<file path="src/rtl/lsu_byte_seq.sv">
// Byte-serial load/store sequencer: splits byte/half/word requests into big-endian byte accesses.
// Optional feature: define LSU_SIGN_EXT_EN to sign-extend byte/half loads when req_signed=1.
module lsu_byte_seq (
  input  logic        clk,
  input  logic        rst,
  input  logic        req_valid,
  output logic        req_ready,
  input  logic        req_we,
  input  logic [1:0]  req_size,
  input  logic        req_signed,
  input  logic [7:0]  req_addr,
  input  logic [31:0] req_wdata,
  output logic        resp_valid,
  output logic [31:0] resp_rdata,
  output logic [7:0]  rw_addr,
  output logic [7:0]  w,
  output logic        w_en,
  input  logic [7:0]  r
);

  typedef enum logic [2:0] {
    IDLE     = 3'd0,
    WR       = 3'd1,
    RD       = 3'd2,
    RD_DRAIN = 3'd3,
    DONE     = 3'd4
  } state_t;

  state_t      state;
  logic [1:0]  k;
  logic [1:0]  last_k;
  logic [31:0] sdata;
  logic [23:0] asm_q;
  logic [31:0] aligned;
  logic [31:0] full;
  logic [31:0] load_word;

  // last byte index: byte -> 0, half -> 1, word (and size 3) -> 3
  function automatic logic [1:0] last_of(input logic [1:0] size);
    case (size)
      2'd0:    last_of = 2'd0;
      2'd1:    last_of = 2'd1;
      default: last_of = 2'd3;
    endcase
  endfunction

  // Left-justify store data so the first byte to send sits in bits 31:24.
  function automatic logic [31:0] align_store(input logic [1:0] size, input logic [31:0] data);
    case (size)
      2'd0:    align_store = {data[7:0], 24'd0};
      2'd1:    align_store = {data[15:0], 16'd0};
      default: align_store = data;
    endcase
  endfunction

  assign aligned = align_store(req_size, req_wdata);
  assign full    = {asm_q, r};

`ifdef LSU_SIGN_EXT_EN
  logic sign_q;

  always_comb begin
    load_word = full;
    case (last_k)
      2'd0:    load_word = sign_q ? {{24{full[7]}}, full[7:0]} : {24'd0, full[7:0]};
      2'd1:    load_word = sign_q ? {{16{full[15]}}, full[15:0]} : {16'd0, full[15:0]};
      default: load_word = full;
    endcase
  end
`else
  logic unused_signed;
  assign unused_signed = req_signed;

  always_comb begin
    load_word = full;
    case (last_k)
      2'd0:    load_word = {24'd0, full[7:0]};
      2'd1:    load_word = {16'd0, full[15:0]};
      default: load_word = full;
    endcase
  end
`endif

  always_ff @(posedge clk or posedge rst) begin
    if (rst) begin
      state      <= IDLE;
      k          <= 2'd0;
      last_k     <= 2'd0;
      sdata      <= 32'd0;
      asm_q      <= 24'd0;
      req_ready  <= 1'b1;
      resp_valid <= 1'b0;
      resp_rdata <= 32'd0;
      rw_addr    <= 8'd0;
      w          <= 8'd0;
      w_en       <= 1'b0;
`ifdef LSU_SIGN_EXT_EN
      sign_q     <= 1'b0;
`endif
    end else begin
      case (state)
        IDLE: begin
          if (req_valid) begin
            req_ready <= 1'b0;
            k         <= 2'd0;
            last_k    <= last_of(req_size);
            rw_addr   <= req_addr;
            asm_q     <= 24'd0;
`ifdef LSU_SIGN_EXT_EN
            sign_q    <= req_signed;
`endif
            // Outputs are registered, so byte 0 is presented in the first WR/RD cycle.
            if (req_we) begin
              state <= WR;
              w     <= aligned[31:24];
              sdata <= {aligned[23:0], 8'd0};
              w_en  <= 1'b1;
            end else begin
              state <= RD;
            end
          end
        end
        WR: begin
          if (k == last_k) begin
            state      <= DONE;
            w_en       <= 1'b0;
            resp_valid <= 1'b1;
          end else begin
            k       <= k + 2'd1;
            rw_addr <= rw_addr + 8'd1;
            w       <= sdata[31:24];
            sdata   <= {sdata[23:0], 8'd0};
          end
        end
        RD: begin
          // r lags the address by one cycle; k=0 has nothing to capture yet.
          if (k != 2'd0) begin
            asm_q <= {asm_q[15:0], r};
          end
          if (k == last_k) begin
            state <= RD_DRAIN;
          end else begin
            k       <= k + 2'd1;
            rw_addr <= rw_addr + 8'd1;
          end
        end
        RD_DRAIN: begin
          resp_rdata <= load_word;
          resp_valid <= 1'b1;
          state      <= DONE;
        end
        DONE: begin
          resp_valid <= 1'b0;
          req_ready  <= 1'b1;
          state      <= IDLE;
        end
        default: begin
          state <= IDLE;
        end
      endcase
    end
  end

endmodule

</file>
<file path="config.mk">
export PLATFORM = sky130hd
export DESIGN_NAME = lsu_byte_seq
export DESIGN_NICKNAME = d
export VERILOG_FILES = /design/src/rtl/lsu_byte_seq.sv
export SDC_FILE = /design/constraint.sdc
export NUM_CORES = 1
export LEC_CHECK = 0
export ABC_CLOCK_PERIOD_IN_PS = 6970
export CORE_MARGIN = 2
export CORE_UTILIZATION = 55
export DETAILED_ROUTE_END_ITERATION = 8
export PLACE_DENSITY = 0.85
export SLEW_MARGIN = 20
export SYNTH_ARGS = -nofsm -noshare
export SYNTH_HDL_FRONTEND = slang
export SYNTH_SLANG_ARGS = --single-unit
</file>
<file path="constraint.sdc">
create_clock -name clk -period 6.97 [get_ports clk]
set_input_delay 2.091 -clock clk [delete_from_list [all_inputs] [get_ports clk]]
set_output_delay 2.091 -clock clk [all_outputs]
set_load 0.01 [all_outputs]
</file>
---- After elaboration in Yosys (flattened, before gate mapping) ----
Index checks and enable logic that the tools add are counted.
word-level totals
  register bits after elaboration ......... 114
  bits of input ports ..................... 55
  bits in writable memories ............... 0
  ROM bits ................................ 0
  bits in latches ......................... 0
  word-level logic and storage cells ...... 78
  memories kept ........................... 0
cells by class
  muxes and demuxes ....................... 33
  add/sub/neg operators ................... 2
  magnitude comparators ................... 0
  shifts and indexed selects .............. 0
  bitwise operators ....................... 0
  reductions and logical operators ........ 18
  divide/modulo/power cells ............... 0
  multiply operators ...................... 0
  equality and inequality tests ........... 14
operator list
  operator                                                          count
  32-bit one-hot mux with 2 select lines                            3
  32-bit 2-to-1 mux                                                 3
  24-bit 2-to-1 mux                                                 2
  24-bit one-hot mux with 2 select lines                            1
  8-bit 2-to-1 mux                                                  5
  8-bit one-hot mux with 2 select lines                             2
  2-bit != test (second input constant)                             7
  3-bit one-hot mux with 4 select lines                             1
  2-bit nonzero test                                                5
  3-bit 2-to-1 mux                                                  3
  3-bit AND reduction                                               3
  8-bit by 1-bit adder with 8-bit output (second input constant)    1
  2-bit one-hot mux with 2 select lines                             2
  4-bit AND reduction                                               2
  3-bit by 2-bit == test with 1-bit output (second input constant)  2
  2-bit 2-to-1 mux                                                  3
  2-bit AND reduction                                               3
  1-bit 2-to-1 mux                                                  5
  2-bit by 1-bit == test with 1-bit output (second input constant)  2
  2-bit zero test                                                   2
  1-bit one-hot mux with 2 select lines                             2
  3-bit by 1-bit == test with 1-bit output (second input constant)  1
  3-bit == test (second input constant)                             1
  3-bit zero test                                                   1
  5 further kinds                                                   5

---- Depth between registers and ports, before layout ----
  word-level depth ........................ 5
  mapped depth ............................ 8
  depth with buffers taken out ............ 6

---- Worst setup path before layout ----
OpenSTA, ideal clock, no wires.
  kind .................................... in2reg
  from .................................... input req_size[1]
  to ...................................... register w[7]
  data required time ...................... 6.843 ns
  library setup time ...................... 0.127 ns
  stages on the path ...................... 5
  slack ................................... 3.540 ns
  path buffers ............................ 2
  arrival time ............................ 3.303 ns
  path through ............................ clkbuf_1 -> buf_1 -> mux2i_1 -> o21ai_0 -> mux2_1
on the way
  cells in the longest elaborated chain, start to end .. 5
  elaborated cells between the ends (all ways) .. 6
RTL lines
  element                                                                      RTL line  source
  from (decl)                                                                  9         input logic [1:0] req_size,
  2-bit by 1-bit == test with 1-bit output or 2-bit zero test (tied branches)  49        case (size)
  32-bit one-hot mux with 2 select lines (*)                                   49
  8-bit 2-to-1 mux (*)                                                         113       if (req_we) begin
  8-bit 2-to-1 mux (*)                                                         103       if (req_valid) begin
  8-bit one-hot mux with 2 select lines (*)                                    101       case (state)
  to (signal assigned)                                                         115       w <= aligned[31:24];
  to (signal assigned)                                                         131       w <= sdata[31:24];
  to (decl)                                                                    16        output logic [7:0] w,
Every way passes the cells marked *; elsewhere a longest branch is shown, timed or not. The select of a mux whose other input is x is not followed.
A chain may end at the register's enable or synchronous reset.

---- Final worst setup path ----
  from .................................... input req_size[0]
  to ...................................... register sdata[27]
on the way
  cells in the longest elaborated chain, start to end .. 5
  elaborated cells between the ends (all ways) .. 6
RTL lines
  element                                                                      RTL line  source
  2-bit by 1-bit == test with 1-bit output or 2-bit zero test (tied branches)  49
  32-bit one-hot mux with 2 select lines (*)                                   49
  32-bit 2-to-1 mux (*)                                                        113
  32-bit 2-to-1 mux (*)                                                        103
  32-bit one-hot mux with 2 select lines (*)                                   101
  to (signal assigned)                                                         116       sdata <= {aligned[23:0], 8'd0};
  to (signal assigned)                                                         132       sdata <= {sdata[23:0], 8'd0};
  to (decl)                                                                    32        logic [31:0] sdata;
Marks and branches as above.

==> impl_results.html <==
<table>
<tr><th>Metric</th><th>Value</th></tr>
<tr><th colspan="2">Global routing</th></tr>
<tr><td>Number of global-route vias before repair</td><td>3905</td></tr>
<tr><td>Total congestion overflow</td><td>0</td></tr>
<tr><td>Global-route wire length before repair</td><td>18.45 mm</td></tr>
<tr><td>Overall track demand over capacity in global routing</td><td>22.83%</td></tr>
<tr><td>Antenna violations before repair</td><td>0</td></tr>
<tr><td>Maximum number of pins on one net before global-route repair</td><td>67</td></tr>
<tr><th colspan="2">Routing</th></tr>
<tr><td>Router iterations before antenna repair</td><td>5</td></tr>
<tr><td>DR WL/cell</td><td>15.58 microns</td></tr>
<tr><td>Vias</td><td>3949</td></tr>
<tr><td>DRC</td><td>0</td></tr>
<tr><td>Wire length after detailed routing</td><td>10.96 mm</td></tr>
<tr><td>Post-DRT Antenna Nets</td><td>0</td></tr>
<tr><td>Number of DRC markers in iteration 0</td><td>142</td></tr>
<tr><td>Post-detailed-route via-to-cell ratio</td><td>5.617</td></tr>
<tr><th colspan="2">Worst setup path</th></tr>
<tr><td>Depth of the most critical reg-to-reg path</td><td>5</td></tr>
<tr><td>Biggest cell delay along the critical path</td><td>0.80 ns</td></tr>
<tr><td>Start of the worst register-to-register path</td><td>state[2]</td></tr>
<tr><td>Worst Setup Path Type</td><td>primary input to flop</td></tr>
<tr><td>Timing startpoint of the critical path</td><td>req_size[0]</td></tr>
<tr><td>Cell chain of the critical path</td><td>clkdlybuf4s50_1 &gt; nor2b_1 &gt; a221oi_1 &gt; nor2_1 &gt; mux2_1</td></tr>
<tr><td>Arrival time at the worst endpoint</td><td>4.05 ns</td></tr>
<tr><td>Library cell contributing the largest single delay on the critical path</td><td>sky130_fd_sc_hd__clkdlybuf4s50_1</td></tr>
<tr><td>Crit end category</td><td>flop</td></tr>
<tr><td>Critical path peak fanout</td><td>10</td></tr>
<tr><td>Data required time at the worst endpoint</td><td>7.27 ns</td></tr>
<tr><td>Startpoint type of the worst setup path</td><td>primary input</td></tr>
<tr><th colspan="2">Synthesis</th></tr>
<tr><td>Mean instance size in the synthesized netlist</td><td>9.857 sq um</td></tr>
<tr><td>Synth async-reset ratio</td><td>100.0%</td></tr>
<tr><td>Dominant combinational cell family by area after synthesis</td><td>simple AND/OR/NAND/NOR gates</td></tr>
<tr><td>Top-area cell type share of the netlist area</td><td>52.26%</td></tr>
<tr><td>Number of nets produced by synthesis</td><td>567</td></tr>
<tr><td>Fraction of the mapped netlist area in adder cells</td><td>0.4978%</td></tr>
<tr><td>Post-synthesis mux area share</td><td>12.97%</td></tr>
<tr><td>Cell Area, Synth</td><td>5027 sq um</td></tr>
<tr><td>Syn Inst Count</td><td>510</td></tr>
<tr><td>Count of distinct cell types in the synthesized netlist</td><td>50</td></tr>
<tr><td>Synth Area in Simple Gates</td><td>16.38%</td></tr>
<tr><td>Total number of yosys warnings</td><td>0</td></tr>
<tr><td>Number of enable flip-flop cells after synthesis</td><td>0</td></tr>
<tr><td>Primary FF master, synth</td><td>sky130_fd_sc_hd__dfrtp_1</td></tr>
<tr><td>Part of the Yosys area used for sequential elements</td><td>52.79%</td></tr>
<tr><td>Biggest area consumer among synthesized cells</td><td>sky130_fd_sc_hd__dfrtp_1</td></tr>
<tr><td>Dominant cells by area after synthesis</td><td>sky130_fd_sc_hd__dfrtp_1, sky130_fd_sc_hd__nand2_1, sky130_fd_sc_hd__mux2_1</td></tr>
<tr><td>Area fraction in compound gates after synthesis</td><td>11.77%</td></tr>
<tr><td>Flops &amp; latches, synth</td><td>106</td></tr>
<tr><td>Xor and xnor fraction of the mapped netlist area</td><td>0.6720%</td></tr>
<tr><th colspan="2">Placed design</th></tr>
<tr><td>Cell Count Post-Placement</td><td>688</td></tr>
<tr><td>Detailed Place HPWL</td><td>7.630 mm</td></tr>
<tr><td>Final weighted congestion of routability-driven global placement</td><td>0.7628</td></tr>
<tr><td>IO Port Bufs</td><td>104</td></tr>
<tr><td>Placed Area</td><td>6068 sq um</td></tr>
<tr><th colspan="2">Power</th></tr>
<tr><td>Worst ir drop on vdd</td><td>0.2264 mV</td></tr>
<tr><td>Internal power</td><td>1540 uW</td></tr>
<tr><td>Fraction of power spent switching nets</td><td>38.21%</td></tr>
<tr><td>Power share of the clock group</td><td>16.6%</td></tr>
<tr><td>Static leakage power</td><td>0.002734 uW</td></tr>
<tr><td>Total power density per cell area</td><td>396.3 nW/um^2</td></tr>
<tr><td>Switching power of the nets</td><td>952.0 uW</td></tr>
<tr><td>Fraction of power consumed by combinational cells</td><td>44.0%</td></tr>
<tr><td>Overall power after layout</td><td>2492 uW</td></tr>
<tr><td>Register share of total power</td><td>39.4%</td></tr>
<tr><th colspan="2">Floorplanning</th></tr>
<tr><td>Chip Height</td><td>99.61 microns</td></tr>
<tr><td>Total core area</td><td>8806 sq um</td></tr>
<tr><td>Starting density of the core</td><td>57.09%</td></tr>
<tr><td>Top Ports</td><td>106</td></tr>
<tr><td>Width of the die</td><td>99.61 microns</td></tr>
<tr><td>Total die area</td><td>9921 sq um</td></tr>
<tr><td>Row cnt</td><td>34</td></tr>
<tr><th colspan="2">Cells and area</th></tr>
<tr><td>Final non-filler cell area</td><td>6287 sq um</td></tr>
<tr><td>Number of diodes</td><td>0</td></tr>
<tr><td>Final nets</td><td>648</td></tr>
<tr><td>Non-Filler Instances</td><td>703</td></tr>
<tr><td>Filler instances</td><td>648</td></tr>
<tr><td>Area growth from synthesis to layout</td><td>25.06%</td></tr>
<tr><td>Commonest non-fill, non-tap cells in the layout</td><td>sky130_fd_sc_hd__nand2_1, sky130_fd_sc_hd__dfrtp_1, sky130_fd_sc_hd__clkdlybuf4s50_1</td></tr>
<tr><td>Most common cell after layout, fill and taps aside</td><td>sky130_fd_sc_hd__nand2_1</td></tr>
<tr><td>Share of post-route cells with drive strength above 1</td><td>8.908%</td></tr>
<tr><th colspan="2">Timing</th></tr>
<tr><td>Sum of negative setup slack</td><td>0 ns</td></tr>
<tr><td>Final number of setup-violating endpoints</td><td>0</td></tr>
<tr><td>Max_slew headroom</td><td>27.70%</td></tr>
<tr><td>Minimum clock period after layout</td><td>3.754 ns</td></tr>
<tr><td>Period Utilization, post-route</td><td>53.87%</td></tr>
<tr><td>Count of pins over their slew limit</td><td>0</td></tr>
<tr><td>Clk_skew</td><td>0.01152 ns</td></tr>
<tr><td>Worst-margin pin slew</td><td>1.083 ns</td></tr>
<tr><td>Final hold violation count</td><td>0</td></tr>
<tr><td>Unrepaired setup endpoints after global routing</td><td>false</td></tr>
<tr><td>Highest clock rate</td><td>266.4 MHz</td></tr>
<tr><th colspan="2">Min path</th></tr>
<tr><td>Hold crit path type</td><td>flop to flop</td></tr>
<tr><td>Hold_sp</td><td>resp_rdata[26]</td></tr>
<tr><td>Depth of the worst hold-timing path</td><td>2</td></tr>
<tr><th colspan="2">Clocking</th></tr>
<tr><td>Clk Latency, worst-skew pair</td><td>0.36 ns</td></tr>
<tr><td>CTS Hold Buffers Added</td><td>0</td></tr>
<tr><td>TritonCTS Buffers</td><td>9</td></tr>
<tr><td>Number of levels in the clock H-tree</td><td>3</td></tr>
<tr><td>Cells resized by post-CTS repair</td><td>0</td></tr>
<tr><td>Setup bufs post-CTS</td><td>0</td></tr>
<tr><td>CTS tree</td><td>yes</td></tr>
<tr><td>Clock tree root driver cell</td><td>sky130_fd_sc_hd__clkbuf_8</td></tr>
<tr><td>Maximum buffer depth of the clock tree</td><td>2</td></tr>
<tr><td>Number of sinks handled by clock tree synthesis</td><td>106</td></tr>
<tr><td>Clock transition time at the flip-flop clock pins of the worst setup and hold paths</td><td>0.10 ns</td></tr>
<tr><th colspan="2">Outcome</th></tr>
<tr><td>Status</td><td>complete, no violations</td></tr>
<tr><th colspan="2">Flow run</th></tr>
<tr><td>Max Cap Violations</td><td>0</td></tr>
</table>
==> layer usage <==
layer / track usage [%] / up-vias / wire length (microns)
li1: - / 1900 / -
met1: 30.34 / 1914 / 4754
met2: 39.24 / 115 / 5576
met3: 3.514 / 20 / 441
met4: 6.322 / 0 / 181
met5: 0 / - / 0
==> final timing paths <==
path                             endpoint  slack (ns)
max reg2reg                          w[5]        4.33
max in group asynchronous       last_k[1]        3.65
min in group asynchronous   resp_rdata[2]        2.10
min reg2reg                resp_rdata[26]        0.48
max                             sdata[27]        3.22
min                        resp_rdata[26]        0.48
==> critical path, delay by kind of cell <==
kind                   cells  cell delay, ns
buffers and inverters      1            0.80
AO/OA/AOI/OAI              1            0.19
AND/OR/NAND/NOR            2            0.83
multiplexers               1            0.14
==> cells in the mapped netlist (3+ instances only) <==
cell type	instances
sky130_fd_sc_hd__nor3_1	3
sky130_fd_sc_hd__mux2i_1	10
sky130_fd_sc_hd__a221oi_1	8
sky130_fd_sc_hd__o21ai_0	60
sky130_fd_sc_hd__nand3_1	11
sky130_fd_sc_hd__a2bb2oi_1	4
sky130_fd_sc_hd__nor2_1	22
sky130_fd_sc_hd__and3_1	8
sky130_fd_sc_hd__o22ai_1	4
sky130_fd_sc_hd__clkbuf_1	24
sky130_fd_sc_hd__mux2_2	20
sky130_fd_sc_hd__dfrtp_1	105
sky130_fd_sc_hd__nand2_1	131
sky130_fd_sc_hd__inv_1	11
sky130_fd_sc_hd__buf_2	6
sky130_fd_sc_hd__a21oi_1	4
sky130_fd_sc_hd__buf_6	4
sky130_fd_sc_hd__mux2_1	29
sky130_fd_sc_hd__a22oi_1	4
sky130_fd_sc_hd__buf_1	3
==> cell type report <==
cell class	count	area, sq um	share of cell area (%)
clock inverter	6	90.09	1.433
multi-input combinational	353	2155	34.27
clock buffer	9	123.9	1.970
timing repair buffer	110	1086	17.27
sequential	106	2654	42.21
tap	108	135.1	2.149
inverter	11	43.79	0.6965
==> power groups by stage <==
stage / Clock, uW / Combinational, uW / Sequential (uW)
final: 414 / 1100 / 981
after global routing: 443 / 1210 / 1010
after CTS: 418 / 1100 / 979
after detailed placement: 0 / 1100 / 990
after global placement: 0 / 1060 / 975
after floorplan: 0 / 760 / 963
==> cell families (layout without fill, tap and decap cells) <==
kind of cell               Yosys count  count (layout)
adders and majority gates            2               2
xor gates and xnor gates             3               3
buffers and inverters               51             136
and+or+nand+nor                    191             191
DFF                                106             106
muxes                               59              59
AOI/OAI and AO/OA                   98              98
==> sequential cells by signal (all words and copies together), names as in the netlist, 2 cells and up <==
signal      flops
asm_q          24
k               2
last_k          2
resp_rdata     32
rw_addr         8
sdata          24
state           3
w               8
==> per-stage QoR <==
stage	util, %	hold slack, ns	worst slack (ns)
after global placement	68.91	0.4599	2.887
after global routing	71.40	0.5028	3.031
after detailed placement	68.91	0.4691	2.850
after CTS	71.34	0.4926	3.222
final	71.40	0.4829	3.216
after floorplan	-	0.4502	2.092
Note: power is estimated with default switching activity, not from simulation.
